===== config.mk =====
export PLATFORM = sky130hd
export DESIGN_NAME = mem_stage_ctrl_flat
export DESIGN_NICKNAME = d
export VERILOG_FILES = /design/src/rtl/mem_stage_ctrl_pkg.sv /design/src/rtl/mem_stage_ctrl_if.sv /design/src/rtl/mem_stage_ctrl_load_align.sv /design/src/rtl/mem_stage_ctrl.sv /design/src/flat_wrapper.sv
export SDC_FILE = /design/constraint.sdc
export NUM_CORES = 1
export LEC_CHECK = 0
export BUFFER_PORTS_ARGS = -buffer_cell sky130_fd_sc_hd__clkbuf_2
export CORE_AREA = 2 2 125 127
export CTS_CLUSTER_SIZE = 28
export DETAILED_ROUTE_END_ITERATION = 7
export DIE_AREA = 0 0 127 129
export PLACE_DENSITY_LB_ADDON = 0.12
export SLEW_MARGIN = 20
export SYNTH_ARGS = -nofsm -noshare
export SYNTH_HDL_FRONTEND = slang
export SYNTH_SLANG_ARGS = --single-unit

===== constraint.sdc =====
create_clock -name clk -period 2.85 [get_ports clk]
set_input_delay 0.285 -clock clk [delete_from_list [all_inputs] [get_ports clk]]
set_output_delay 0.285 -clock clk [all_outputs]
set_load 0.01 [all_outputs]

===== src/rtl/mem_stage_ctrl_pkg.sv =====
// Shared definitions for the MEM stage: funct3 encodings, exception codes,
// FSM state type and the byte-enable helper.
package mem_pkg;

    localparam logic [2:0] F3_LB  = 3'b000;
    localparam logic [2:0] F3_LH  = 3'b001;
    localparam logic [2:0] F3_LW  = 3'b010;
    localparam logic [2:0] F3_LD  = 3'b011;
    localparam logic [2:0] F3_LBU = 3'b100;
    localparam logic [2:0] F3_LHU = 3'b101;
    localparam logic [2:0] F3_LWU = 3'b110;

    localparam logic [2:0] F3_SB  = 3'b000;
    localparam logic [2:0] F3_SH  = 3'b001;
    localparam logic [2:0] F3_SW  = 3'b010;
    localparam logic [2:0] F3_SD  = 3'b011;

    typedef enum logic [1:0] {
        EXC_NONE     = 2'b00,
        EXC_MISALIGN = 2'b01,
        EXC_TIMEOUT  = 2'b10,
        EXC_ILLEGAL  = 2'b11
    } exc_e;

    typedef enum logic [1:0] {
        IDLE   = 2'd0,
        REQ    = 2'd1,
        WAIT_R = 2'd2
    } state_e;

    // Byte-enable mask for an access of 2**size bytes at byte offset off
    // within an 8-byte lane group; callers keep the low XLEN/8 bits.
    function automatic logic [7:0] byte_en(input logic [1:0] size, input logic [2:0] off);
        logic [7:0] m;
        case (size)
            2'd0:    m = 8'h01;
            2'd1:    m = 8'h03;
            2'd2:    m = 8'h0F;
            default: m = 8'hFF;
        endcase
        return m << off;
    endfunction

endpackage


===== src/rtl/mem_stage_ctrl_if.sv =====
// Data-memory request/grant/rvalid bus between the MEM stage (master) and
// the data memory (slave).
interface mem_stage_ctrl_if #(
    parameter int XLEN   = 32,
    parameter int ADDR_W = 32
);
    logic                dmem_req;
    logic                dmem_we;
    logic [ADDR_W-1:0]   dmem_addr;
    logic [XLEN/8-1:0]   dmem_be;
    logic [XLEN-1:0]     dmem_wdata;
    logic                dmem_gnt;
    logic                dmem_rvalid;
    logic [XLEN-1:0]     dmem_rdata;

    modport master (
        output dmem_req, dmem_we, dmem_addr, dmem_be, dmem_wdata,
        input  dmem_gnt, dmem_rvalid, dmem_rdata
    );

    modport slave (
        input  dmem_req, dmem_we, dmem_addr, dmem_be, dmem_wdata,
        output dmem_gnt, dmem_rvalid, dmem_rdata
    );
endinterface


===== src/rtl/mem_stage_ctrl_load_align.sv =====
// Combinational load aligner: selects the byte/half/word lane addressed by the
// low address bits and sign- or zero-extends it according to funct3.
module load_align
    import mem_pkg::*;
#(
    parameter int XLEN = 32
) (
    input  logic [XLEN-1:0]          i_rdata,
    input  logic [$clog2(XLEN/8)-1:0] i_off,
    input  logic [2:0]               i_funct3,
    output logic [XLEN-1:0]          o_data
);
    logic [XLEN-1:0] w_shifted;

    assign w_shifted = i_rdata >> {i_off, 3'b000};

    always_comb begin
        o_data = w_shifted;
        case (i_funct3)
            F3_LB:   o_data = XLEN'($signed(w_shifted[7:0]));
            F3_LH:   o_data = XLEN'($signed(w_shifted[15:0]));
            F3_LW:   o_data = XLEN'($signed(w_shifted[31:0]));
            F3_LBU:  o_data = XLEN'(w_shifted[7:0]);
            F3_LHU:  o_data = XLEN'(w_shifted[15:0]);
            F3_LWU:  o_data = XLEN'(w_shifted[31:0]);
            default: o_data = w_shifted;
        endcase
    end
endmodule


===== src/rtl/mem_stage_ctrl.sv =====
// MEM pipeline stage: accepts EX ops, runs loads/stores over the dmem bus with
// timeout and flush handling, and holds one registered result for WB.
module mem_stage_ctrl
    import mem_pkg::*;
#(
    parameter int XLEN    = 32,
    parameter int ADDR_W  = 32,
    parameter int TIMEOUT = 15
) (
    input  logic              clk,
    input  logic              reset,
    input  logic              ex_valid_i,
    output logic              ex_ready_o,
    input  logic              flush_i,
    input  logic [XLEN-1:0]   alu_result_i,
    input  logic [XLEN-1:0]   store_data_i,
    input  logic [2:0]        funct3_i,
    input  logic              memread_i,
    input  logic              memwrite_i,
    input  logic              regwrite_i,
    input  logic [4:0]        rd_i,
    mem_stage_ctrl_if.master  dmem,
    output logic              wb_valid_o,
    input  logic              wb_ready_i,
    output logic [XLEN-1:0]   wb_data_o,
    output logic [4:0]        wb_rd_o,
    output logic              wb_regwrite_o,
    output logic [1:0]        wb_exc_o
);
    localparam int NB       = XLEN / 8;
    localparam int OFF_W    = $clog2(NB);
    localparam int CNT_W    = (TIMEOUT < 1) ? 1 : $clog2(TIMEOUT + 1);
    localparam int TMO_LAST = (TIMEOUT < 1) ? 0 : TIMEOUT - 1;

    state_e              r_state;
    logic [CNT_W-1:0]    r_cnt;
    logic                r_drop;
    logic [2:0]          r_funct3;
    logic [OFF_W-1:0]    r_off;
    logic [4:0]          r_rd;
    logic                r_regwrite;
    logic                r_req;
    logic                r_we;
    logic [ADDR_W-1:0]   r_addr;
    logic [NB-1:0]       r_be;
    logic [XLEN-1:0]     r_wdata;
    logic                r_wb_valid;
    logic [XLEN-1:0]     r_wb_data;
    logic [4:0]          r_wb_rd;
    logic                r_wb_regwrite;
    exc_e                r_wb_exc;

    logic                w_accept;
    logic                w_is_mem;
    logic                w_illegal;
    logic                w_misalign;
    logic                w_tmo_hit;
    logic [OFF_W-1:0]    w_off;
    logic [7:0]          w_be8;
    logic [NB-1:0]       w_be;
    logic [ADDR_W-1:0]   w_addr;
    logic [XLEN-1:0]     w_wdata;
    logic [XLEN-1:0]     w_load_data;
    logic                w_res_fire;
    logic [XLEN-1:0]     w_res_data;
    logic                w_res_regwrite;
    exc_e                w_res_exc;
    logic [4:0]          w_res_rd;

    assign ex_ready_o = (r_state == IDLE) & (~r_wb_valid | wb_ready_i) & ~r_drop;
    assign w_accept   = ex_valid_i & ex_ready_o & ~flush_i;
    assign w_is_mem   = memread_i | memwrite_i;
    assign w_off      = alu_result_i[OFF_W-1:0];
    assign w_be8      = byte_en(funct3_i[1:0], 3'(w_off));
    assign w_be       = w_be8[NB-1:0];
    assign w_addr     = {alu_result_i[ADDR_W-1:OFF_W], {OFF_W{1'b0}}};
    assign w_tmo_hit  = (TIMEOUT != 0) && (r_cnt == CNT_W'(TMO_LAST));

    // Store data is replicated so every lane carries the value the enables select.
    genvar gi;
    generate
        for (gi = 0; gi < NB; gi++) begin : g_lane
            assign w_wdata[gi*8 +: 8] =
                (funct3_i[1:0] == 2'd0) ? store_data_i[7:0] :
                (funct3_i[1:0] == 2'd1) ? store_data_i[(gi % 2)*8 +: 8] :
                (funct3_i[1:0] == 2'd2) ? store_data_i[(gi % 4)*8 +: 8] :
                                          store_data_i[gi*8 +: 8];
        end
    endgenerate

    always_comb begin
        case (funct3_i[1:0])
            2'd1:    w_misalign = alu_result_i[0];
            2'd2:    w_misalign = |alu_result_i[1:0];
            2'd3:    w_misalign = |alu_result_i[2:0];
            default: w_misalign = 1'b0;
        endcase
    end

    always_comb begin
        w_illegal = 1'b0;
        if (memread_i)
            w_illegal = (funct3_i == 3'b111) ||
                        ((XLEN == 32) && (funct3_i == F3_LD || funct3_i == F3_LWU));
        else if (memwrite_i)
            w_illegal = funct3_i[2] || ((XLEN == 32) && (funct3_i == F3_SD));
    end

    load_align #(.XLEN(XLEN)) u_load_align (
        .i_rdata  (dmem.dmem_rdata),
        .i_off    (r_off),
        .i_funct3 (r_funct3),
        .o_data   (w_load_data)
    );

    // Result selection; flush suppresses any result produced in the same cycle.
    always_comb begin
        w_res_fire     = 1'b0;
        w_res_data     = '0;
        w_res_regwrite = 1'b0;
        w_res_exc      = EXC_NONE;
        w_res_rd       = r_rd;
        case (r_state)
            IDLE: begin
                w_res_rd   = rd_i;
                w_res_data = alu_result_i;
                if (w_accept) begin
                    if (!w_is_mem) begin
                        w_res_fire     = 1'b1;
                        w_res_regwrite = regwrite_i;
                    end else if (w_illegal) begin
                        w_res_fire = 1'b1;
                        w_res_exc  = EXC_ILLEGAL;
                    end else if (w_misalign) begin
                        w_res_fire = 1'b1;
                        w_res_exc  = EXC_MISALIGN;
                    end
                end
            end
            REQ: begin
                if (!flush_i) begin
                    if (dmem.dmem_gnt) begin
                        if (r_we) begin
                            w_res_fire = 1'b1;
                        end else if (dmem.dmem_rvalid) begin
                            w_res_fire     = 1'b1;
                            w_res_data     = w_load_data;
                            w_res_regwrite = r_regwrite;
                        end
                    end else if (w_tmo_hit) begin
                        w_res_fire = 1'b1;
                        w_res_exc  = EXC_TIMEOUT;
                    end
                end
            end
            WAIT_R: begin
                if (!flush_i) begin
                    if (dmem.dmem_rvalid) begin
                        w_res_fire     = 1'b1;
                        w_res_data     = w_load_data;
                        w_res_regwrite = r_regwrite;
                    end else if (w_tmo_hit) begin
                        w_res_fire = 1'b1;
                        w_res_exc  = EXC_TIMEOUT;
                    end
                end
            end
            default: ;
        endcase
    end

    always_ff @(posedge clk or negedge reset) begin
        if (!reset) begin
            r_state       <= IDLE;
            r_cnt         <= '0;
            r_drop        <= 1'b0;
            r_funct3      <= '0;
            r_off         <= '0;
            r_rd          <= '0;
            r_regwrite    <= 1'b0;
            r_req         <= 1'b0;
            r_we          <= 1'b0;
            r_addr        <= '0;
            r_be          <= '0;
            r_wdata       <= '0;
            r_wb_valid    <= 1'b0;
            r_wb_data     <= '0;
            r_wb_rd       <= '0;
            r_wb_regwrite <= 1'b0;
            r_wb_exc      <= EXC_NONE;
        end else begin
            if (flush_i) begin
                r_wb_valid <= 1'b0;
            end else if (w_res_fire) begin
                r_wb_valid    <= 1'b1;
                r_wb_data     <= w_res_data;
                r_wb_rd       <= w_res_rd;
                r_wb_regwrite <= w_res_regwrite;
                r_wb_exc      <= w_res_exc;
            end else if (r_wb_valid && wb_ready_i) begin
                r_wb_valid <= 1'b0;
            end

            case (r_state)
                IDLE: begin
                    // An orphaned read is still owed by the bus; wait for it or give up.
                    if (r_drop) begin
                        if (dmem.dmem_rvalid || w_tmo_hit) begin
                            r_drop <= 1'b0;
                            r_cnt  <= '0;
                        end else begin
                            r_cnt <= r_cnt + CNT_W'(1);
                        end
                    end
                    if (w_accept) begin
                        r_funct3   <= funct3_i;
                        r_off      <= w_off;
                        r_rd       <= rd_i;
                        r_regwrite <= regwrite_i;
                        if (w_is_mem && !w_illegal && !w_misalign) begin
                            r_state <= REQ;
                            r_req   <= 1'b1;
                            r_we    <= memwrite_i & ~memread_i;
                            r_addr  <= w_addr;
                            r_be    <= w_be;
                            r_wdata <= w_wdata;
                            r_cnt   <= '0;
                        end
                    end
                end
                REQ: begin
                    if (flush_i) begin
                        r_state <= IDLE;
                        r_req   <= 1'b0;
                        if (dmem.dmem_gnt && !r_we && !dmem.dmem_rvalid) begin
                            r_drop <= 1'b1;
                            r_cnt  <= '0;
                        end
                    end else if (dmem.dmem_gnt) begin
                        r_req <= 1'b0;
                        r_cnt <= '0;
                        r_state <= (r_we || dmem.dmem_rvalid) ? IDLE : WAIT_R;
                    end else if (w_tmo_hit) begin
                        r_req   <= 1'b0;
                        r_state <= IDLE;
                    end else begin
                        r_cnt <= r_cnt + CNT_W'(1);
                    end
                end
                WAIT_R: begin
                    if (dmem.dmem_rvalid) begin
                        r_state <= IDLE;
                    end else if (flush_i || w_tmo_hit) begin
                        r_state <= IDLE;
                        r_drop  <= 1'b1;
                        r_cnt   <= '0;
                    end else begin
                        r_cnt <= r_cnt + CNT_W'(1);
                    end
                end
                default: r_state <= IDLE;
            endcase
        end
    end

    assign dmem.dmem_req   = r_req;
    assign dmem.dmem_we    = r_we;
    assign dmem.dmem_addr  = r_addr;
    assign dmem.dmem_be    = r_be;
    assign dmem.dmem_wdata = r_wdata;

    assign wb_valid_o    = r_wb_valid;
    assign wb_data_o     = r_wb_data;
    assign wb_rd_o       = r_wb_rd;
    assign wb_regwrite_o = r_wb_regwrite;
    assign wb_exc_o      = r_wb_exc;
endmodule

===== src/flat_wrapper.sv =====
// flat-port wrapper written by rule: the top's interface ports become plain ports
module mem_stage_ctrl_flat import mem_pkg::*;
#(
    parameter int XLEN    = 32,
    parameter int ADDR_W  = 32,
    parameter int TIMEOUT = 15
)
  (clk, reset, ex_valid_i, ex_ready_o, flush_i, alu_result_i, store_data_i, funct3_i, memread_i, memwrite_i, regwrite_i, rd_i, wb_valid_o, wb_ready_i, wb_data_o, wb_rd_o, wb_regwrite_o, wb_exc_o, dmem_dmem_req, dmem_dmem_we, dmem_dmem_addr, dmem_dmem_be, dmem_dmem_wdata, dmem_dmem_gnt, dmem_dmem_rvalid, dmem_dmem_rdata);
  mem_stage_ctrl_if #(.XLEN(XLEN), .ADDR_W(ADDR_W)) dmem_i ();
  input  logic clk;
  input  logic reset;
  input  logic ex_valid_i;
  output logic ex_ready_o;
  input  logic flush_i;
  input  logic [XLEN-1:0] alu_result_i;
  input  logic [XLEN-1:0] store_data_i;
  input  logic [2:0] funct3_i;
  input  logic memread_i;
  input  logic memwrite_i;
  input  logic regwrite_i;
  input  logic [4:0] rd_i;
  output logic wb_valid_o;
  input  logic wb_ready_i;
  output logic [XLEN-1:0] wb_data_o;
  output logic [4:0] wb_rd_o;
  output logic wb_regwrite_o;
  output logic [1:0] wb_exc_o;
  output wire logic [$bits(dmem_i.dmem_req)-1:0] dmem_dmem_req;
  output wire logic [$bits(dmem_i.dmem_we)-1:0] dmem_dmem_we;
  output wire logic [$bits(dmem_i.dmem_addr)-1:0] dmem_dmem_addr;
  output wire logic [$bits(dmem_i.dmem_be)-1:0] dmem_dmem_be;
  output wire logic [$bits(dmem_i.dmem_wdata)-1:0] dmem_dmem_wdata;
  input wire logic [$bits(dmem_i.dmem_gnt)-1:0] dmem_dmem_gnt;
  input wire logic [$bits(dmem_i.dmem_rvalid)-1:0] dmem_dmem_rvalid;
  input wire logic [$bits(dmem_i.dmem_rdata)-1:0] dmem_dmem_rdata;
  assign dmem_dmem_req = dmem_i.dmem_req;
  assign dmem_dmem_we = dmem_i.dmem_we;
  assign dmem_dmem_addr = dmem_i.dmem_addr;
  assign dmem_dmem_be = dmem_i.dmem_be;
  assign dmem_dmem_wdata = dmem_i.dmem_wdata;
  assign dmem_i.dmem_gnt = dmem_dmem_gnt;
  assign dmem_i.dmem_rvalid = dmem_dmem_rvalid;
  assign dmem_i.dmem_rdata = dmem_dmem_rdata;
  mem_stage_ctrl #(.XLEN(XLEN), .ADDR_W(ADDR_W), .TIMEOUT(TIMEOUT)) u_core (.clk(clk), .reset(reset), .ex_valid_i(ex_valid_i), .ex_ready_o(ex_ready_o), .flush_i(flush_i), .alu_result_i(alu_result_i), .store_data_i(store_data_i), .funct3_i(funct3_i), .memread_i(memread_i), .memwrite_i(memwrite_i), .regwrite_i(regwrite_i), .rd_i(rd_i), .dmem(dmem_i), .wb_valid_o(wb_valid_o), .wb_ready_i(wb_ready_i), .wb_data_o(wb_data_o), .wb_rd_o(wb_rd_o), .wb_regwrite_o(wb_regwrite_o), .wb_exc_o(wb_exc_o));
endmodule

* Word level (Yosys, flattened, before mapping)
Cells that the tools add are included.
Storage, ports and cells: register bits 127, latch bits 0, memory bits (writable) 0, ROM bits 0, input port bits 114, output and inout bits 112, logic and storage cells 160, memories kept 0
Cells by class: $add $sub $neg 1, multipliers 0, div/mod/pow operators 0, magnitude comparators 0, equality and inequality tests 22, shift-type cells 2, mux-type cells 77, bitwise gates (word level) 11, reductions and logical operators 30
Operator list (number):
- case mux 32 bit (4 select lines) | 1
- two-way mux 32 bit | 3
- case mux 32 bit (3 select lines) | 1
- two-way mux 4 bit | 10
- two-way mux 8 bit | 5
- two-way mux 1 bit | 33
- >> shifter 32 x 5 -> 32 bit | 1
- two-way mux 2 bit | 14
- case mux 8 bit (3 select lines) | 1
- == test 3 bit (second input constant) | 4
- case mux 1 bit (3 select lines) | 4
- case mux 2 bit (3 select lines) | 2
- case mux 4 bit (3 select lines) | 1
- AND reduction 4 bit | 3
- << shifter 8 x 2 -> 4 bit | 1
- == test 2 bit (second input constant) | 3
- logical OR 1 bit | 6
- inequality test 2 x 1 -> 1 bit (second input constant) | 3
- inequality test 2 bit (second input constant) | 3
- inequality test 3 x 2 -> 1 bit (second input constant) | 2
- nonzero test 3 bit | 2
- AND 1 bit | 5
- logical AND 1 bit | 5
- two-way mux 5 bit | 1
- 19 further kinds | 29

* Depth between registers and ports, before layout
depth in word-level cells 10, gate-level depth with buffers 10, depth with buffers taken out 7

* By module
A second synthesis with hierarchy kept.
Second synthesis, totals: cell total of the unflattened synthesis 677, area, all modules 6696.4 um^2
By module, submodules not included:
- mem_stage_ctrl | instances 1, cells each 570, area an instance 6002.0 um^2, sequential area each 3178.0 um^2
- load_align | instances 1, cells each 107, area an instance 694.4 um^2, sequential area each 0.0 um^2

* Worst setup path after synthesis
OpenSTA, ideal clock, no wires.
path type register -> register, start point reg u_core.r_state[0], end point reg u_core.r_state[0], setup time 125 ps, arrival time 2136 ps, required time 2725 ps, setup slack 589 ps, stages on the path, launching flop included 9, buffers on the path 1, period minus slack after synthesis 2261 ps, cell sequence dfrtp_1 -> inv_1 -> ha_1 -> nor2b_1 -> o2111ai_1 -> or4_4 -> buf_6 -> a22o_1 -> mux2_4
On the way: longest elaborated chain between the ends 7, elaborated cells between the ends (all ways) 13, those cells by class 6 x eq/ne; 1 x mux; 4 x bitwise; 2 x reduce/logical
Ends and longest elaborated chain:
- start: declaration | line mem_stage_ctrl.sv:35 | state_e r_state;
- start signal: assignment | line mem_stage_ctrl.sv:242 | r_state <= (r_we || dmem.dmem_rvalid) ? IDLE : WAIT_R;
- logical NOT 2 bit | line mem_stage_ctrl.sv:70, mem_stage_ctrl.sv:204
- AND 1 bit (2 in a row) | line mem_stage_ctrl.sv:70 | assign ex_ready_o = (r_state == IDLE) & (~r_wb_valid | wb_ready_i) & ~r_drop;
- AND 1 bit (2 in a row) | line mem_stage_ctrl.sv:71 | assign w_accept = ex_valid_i & ex_ready_o & ~flush_i;
- inequality test 2 x 1 -> 1 bit (no source line)
- AND reduction 4 bit (no source line)
Parallel ways exist; a longest one is shown, timed or not. A chain may end at the register's enable or synchronous reset.

* Worst setup path in the final report
start point reg u_core.r_state[1], end point reg u_core.r_wb_data[25], in the netlist u_core.wb_data_o[25]
On the way: longest elaborated chain between the ends 8, elaborated cells between the ends (all ways) 11, those cells by class 2 x eq/ne; 3 x mux; 4 x bitwise; 2 x reduce/logical
Ends and longest elaborated chain:
- logical NOT 2 bit | line mem_stage_ctrl.sv:70, mem_stage_ctrl.sv:123
- AND 1 bit (2 in a row) | line mem_stage_ctrl.sv:70
- AND 1 bit (2 in a row) | line mem_stage_ctrl.sv:71
- two-way mux 1 bit | line mem_stage_ctrl.sv:127 | if (w_accept) begin
- case mux 1 bit (3 select lines) | line mem_stage_ctrl.sv:123 | case (r_state)
- AND reduction 2 bit (no source line)
- end signal: assignment | line mem_stage_ctrl.sv:196 | r_wb_data <= w_res_data;
- end: declaration | line mem_stage_ctrl.sv:48 | logic [XLEN-1:0] r_wb_data;
Parallel ways exist; a longest one is shown, timed or not.

==> impl_metrics.csv <==
group,metric,value,unit
clock_tree,insertion_delay,0.41,ns
clock_tree,path_clk_slew,0.06,ns
yosys,yosysMostFrequentCell,"dfrtp_1",
clock_tree,cts_resized,0,
yosys,synthTopCellsByArea,"dfrtp_1 48%, mux2_2 12%, mux2_4 9.0%",
grt,grt_pass1_vias,5492,
setup_path,end_kind,"register",
grt,grt_max_degree,80,
drt,vias_per_cell,5.45,
yosys,synth-main-ff-cell,"dfrtp_1",
yosys,synth_common_cells,"127 x dfrtp_1, 71 x mux2_2, 52 x o21ai_0, 48 x nand2_1, 40 x mux2_4",
setup_path,cp_top_family,"simple AND/OR/NAND/NOR gates",
grt,grt_use_total,22.8,%
status,outcome,"completed",
grt,gr-total-overflow,0,
pwr,power.leakage,4.39,nW
yosys,ys_warn_count,0,
floorplanning,core_area,15000,sq um
yosys,synth-async-reset-ratio,100,%
clock_tree,cts_tree,"built",
clock_tree,root_buffer,"clkbuf_16",
job,drv_cap,0,
drt,wl_per_cell,18.6,microns
setup_path,crit_fanout,9,
placement,gp_congestion,0.839,
setup_path,cp.arrival,2.89,ns
timing,drv_slew,0,
setup_path,path_class,"register to register",
timing,fin_skew,0.00677,ns
setup_path,crit_slowest_cell,"nor3_1",
setup_path,path_buf_inv,1,
pwr,p_per_area,1020,nW/um^2
drt,drt_drc_violations_left,0,
setup_path,rr_startpoint,"u_core.r_state[1]",
yosys,avgSynthCellArea,11.7,sq um
drt,firstDrtPassIters,4,
yosys,synth_seq_area_share,47.7,%
finish,drive_gt1_share,47.8,%
drt,vias,5383,
finish,nFillCells,1313,
setup_path,cp.required,3.20,ns
drt,antenna_left,0,
clock_tree,clock_sinks,127,
min_path,worstHoldPathType,"input pin to register",
timing,rsz0062_at_grt,"no",
grt,antenna_found_initial,0,
finish,postLayoutCoreUtil,57.1,%
floorplanning,num_rows,45,
floorplanning,pin_count,226,
yosys,synth_edf_count,0,
yosys,synth-seq-cells,127,
floorplanning,die_w,127,microns
finish,n_antenna_cell,0,
timing,setup_violations,0,
grt,grt_pass1_wl,28800,microns
timing,period_needed,2.54,ns
drt,drtIter0Drc,350,
floorplanning,die_area,16400,sq um
clock_tree,clock_path_buffers,2,
timing,finalCritPeriodShare,89.2,%
clock_tree,cts_made_buffers,17,
floorplanning,start_util,44.5,%
timing,final_hold_viol_count,0,
timing,tightest_slew,0.979,ns
placement,port-buffer-count,223,
pwr,peakVddDrop,0.475,mV
finish,nNetsFinal,909,
setup_path,crit_start,"u_core.r_state[1]",
timing,tns,0,ns
setup_path,cp-start-kind,"register",
finish,syn2layout_area_growth,28.4,%
placement,hpwlAfterDp,13600,microns
floorplanning,dieHeight,129,microns
setup_path,crit_chain,"inv_1, ha_1, and3b_1, o21ai_1, nor3_1, a221o_1, mux2_4",
yosys,synth_top_area_cell,"dfrtp_1",
setup_path,max_stage_delay,0.83,ns
timing,slew-limit-headroom,34.2,%
yosys,ys_types,50,
drt,routed_wl,18400,microns
min_path,hold_start,"alu_result_i[5]",
timing,fmax,0.394,GHz
yosys,yosysTopAreaCellShare,47.7,%
clock_tree,htreeDepth,4,
pwr,p_total,8.71,mW
yosys,syn-instance-count,569,
yosys,syn_area,6660,sq um
-- per-layer routing --
layer | routed length [microns] | GRT usage (%)
met1 | 7840 | 27.9
met5 | 0 | 0
met4 | 252 | 6.98
met3 | 1290 | 7.03
met2 | 8990 | 38.8
-- final cells by class --
class	count	area, sq um	area share [%]
Clock buffer	24	482	5.64
Clock inverter	6	108	1.26
Multi-Input combinational cell	392	3240	37.9
Timing Repair Buffer	238	1260	14.8
Inverter	12	45.0	0.527
Tap cell	188	235	2.75
Sequential cell	127	3180	37.2
-- cell usage in the layout (no fill, tap or decap), types with 5 or more instances in the layout --
cell | netlist | layout
dfrtp_1 | 127 | 127
buf_4 | 2 | 12
clkbuf_16 | 0 | 17
mux2_4 | 40 | 40
a21oi_1 | 23 | 23
a31oi_1 | 5 | 5
o21ai_0 | 52 | 52
clkbuf_2 | 0 | 222
nand3_1 | 5 | 5
a22o_1 | 11 | 11
ha_1 | 7 | 7
nand2_1 | 48 | 48
mux2_2 | 71 | 71
inv_1 | 12 | 12
nand2b_1 | 6 | 6
a221o_1 | 16 | 16
nor2_1 | 20 | 20
mux2i_1 | 34 | 34
-- what timing repair did --
action | 4_1_cts | 5_1_grt
buffers inserted | 0 | 0
hold buffers | 1 | 0
hold endpoints to repair | 64 | 0
-- where the power goes --
part           switching [mW]  leakage, nW  internal, mW
registers               0.462         1.65          2.54
logic                    1.74         2.46          1.78
clock network           0.762        0.286          1.43
total                    2.96         4.39          5.75
-- registers in the layout, summed over array words and instances, names as in the netlist --
signal / flops
u_core.wb_exc_o: 2
u_core.dmem.dmem_wdata: 32
u_core.dmem.dmem_we: 1
u_core.r_cnt: 4
u_core.r_regwrite: 1
u_core.r_state: 2
u_core.wb_rd_o: 5
u_core.wb_regwrite_o: 1
u_core.wb_valid_o: 1
u_core.r_off: 2
u_core.wb_data_o: 32
u_core.dmem.dmem_req: 1
u_core.dmem.dmem_addr: 30
u_core.r_drop: 1
u_core.dmem.dmem_be: 4
u_core.r_funct3: 3
u_core.r_rd: 5
-- worst reg2reg max path: stages, from the launching register on --
cell and delay, ns:
dfrtp_1 0.40, inv_1 0.13, ha_1 0.33, and3b_1 0.21
o21ai_1 0.14, nor3_1 0.83, a221o_1 0.29, mux2_4 0.14
-- logic make-up (layout without fill, tap and decap cells) --
kind of cell / Yosys count / in the layout / share of synthesized area [%]
multiplexers: 146 / 146 / 26.5
AO/OA/AOI/OAI: 136 / 136 / 13.5
flip-flops: 127 / 127 / 47.7
AND/OR/NAND/NOR: 101 / 101 / 7.01
buffers and inverters: 51 / 280 / 3.95
adder cells (fa/ha/maj): 7 / 7 / 1.32
other: 1 / 2 / 0.0563
-- metrics by stage --
stage | worst slack [ns] | hold slack (ns) | area (sq um) | cells
global route | 0.122 | 0.118 | 8550 | 987
floorplan | 0.589 | -0.0106 | 6660 | 570
CTS | 0.331 | 0.114 | 8550 | 987
global placement | 0.428 | 0.328 | 7950 | 956
finish | 0.309 | 0.127 | 8550 | 987
detailed placement | 0.359 | 0.328 | 7950 | 956
-- path summary, 6_finish.rpt --
kind	end	slack, ns	depth (start not counted)
setup / recovery	u_core.wb_data_o[25]	0.31	7
hold / removal	u_core.dmem.dmem_addr[5]	0.13	2
setup reg to reg	u_core.wb_data_o[25]	0.31	7
hold reg to reg	u_core.dmem.dmem_be[2]	0.48	1
max in group asynchronous	u_core.r_funct3[1]	1.68	3
min in group asynchronous	u_core.dmem.dmem_addr[24]	0.43	2
Power figures use the tool's default switching activity.
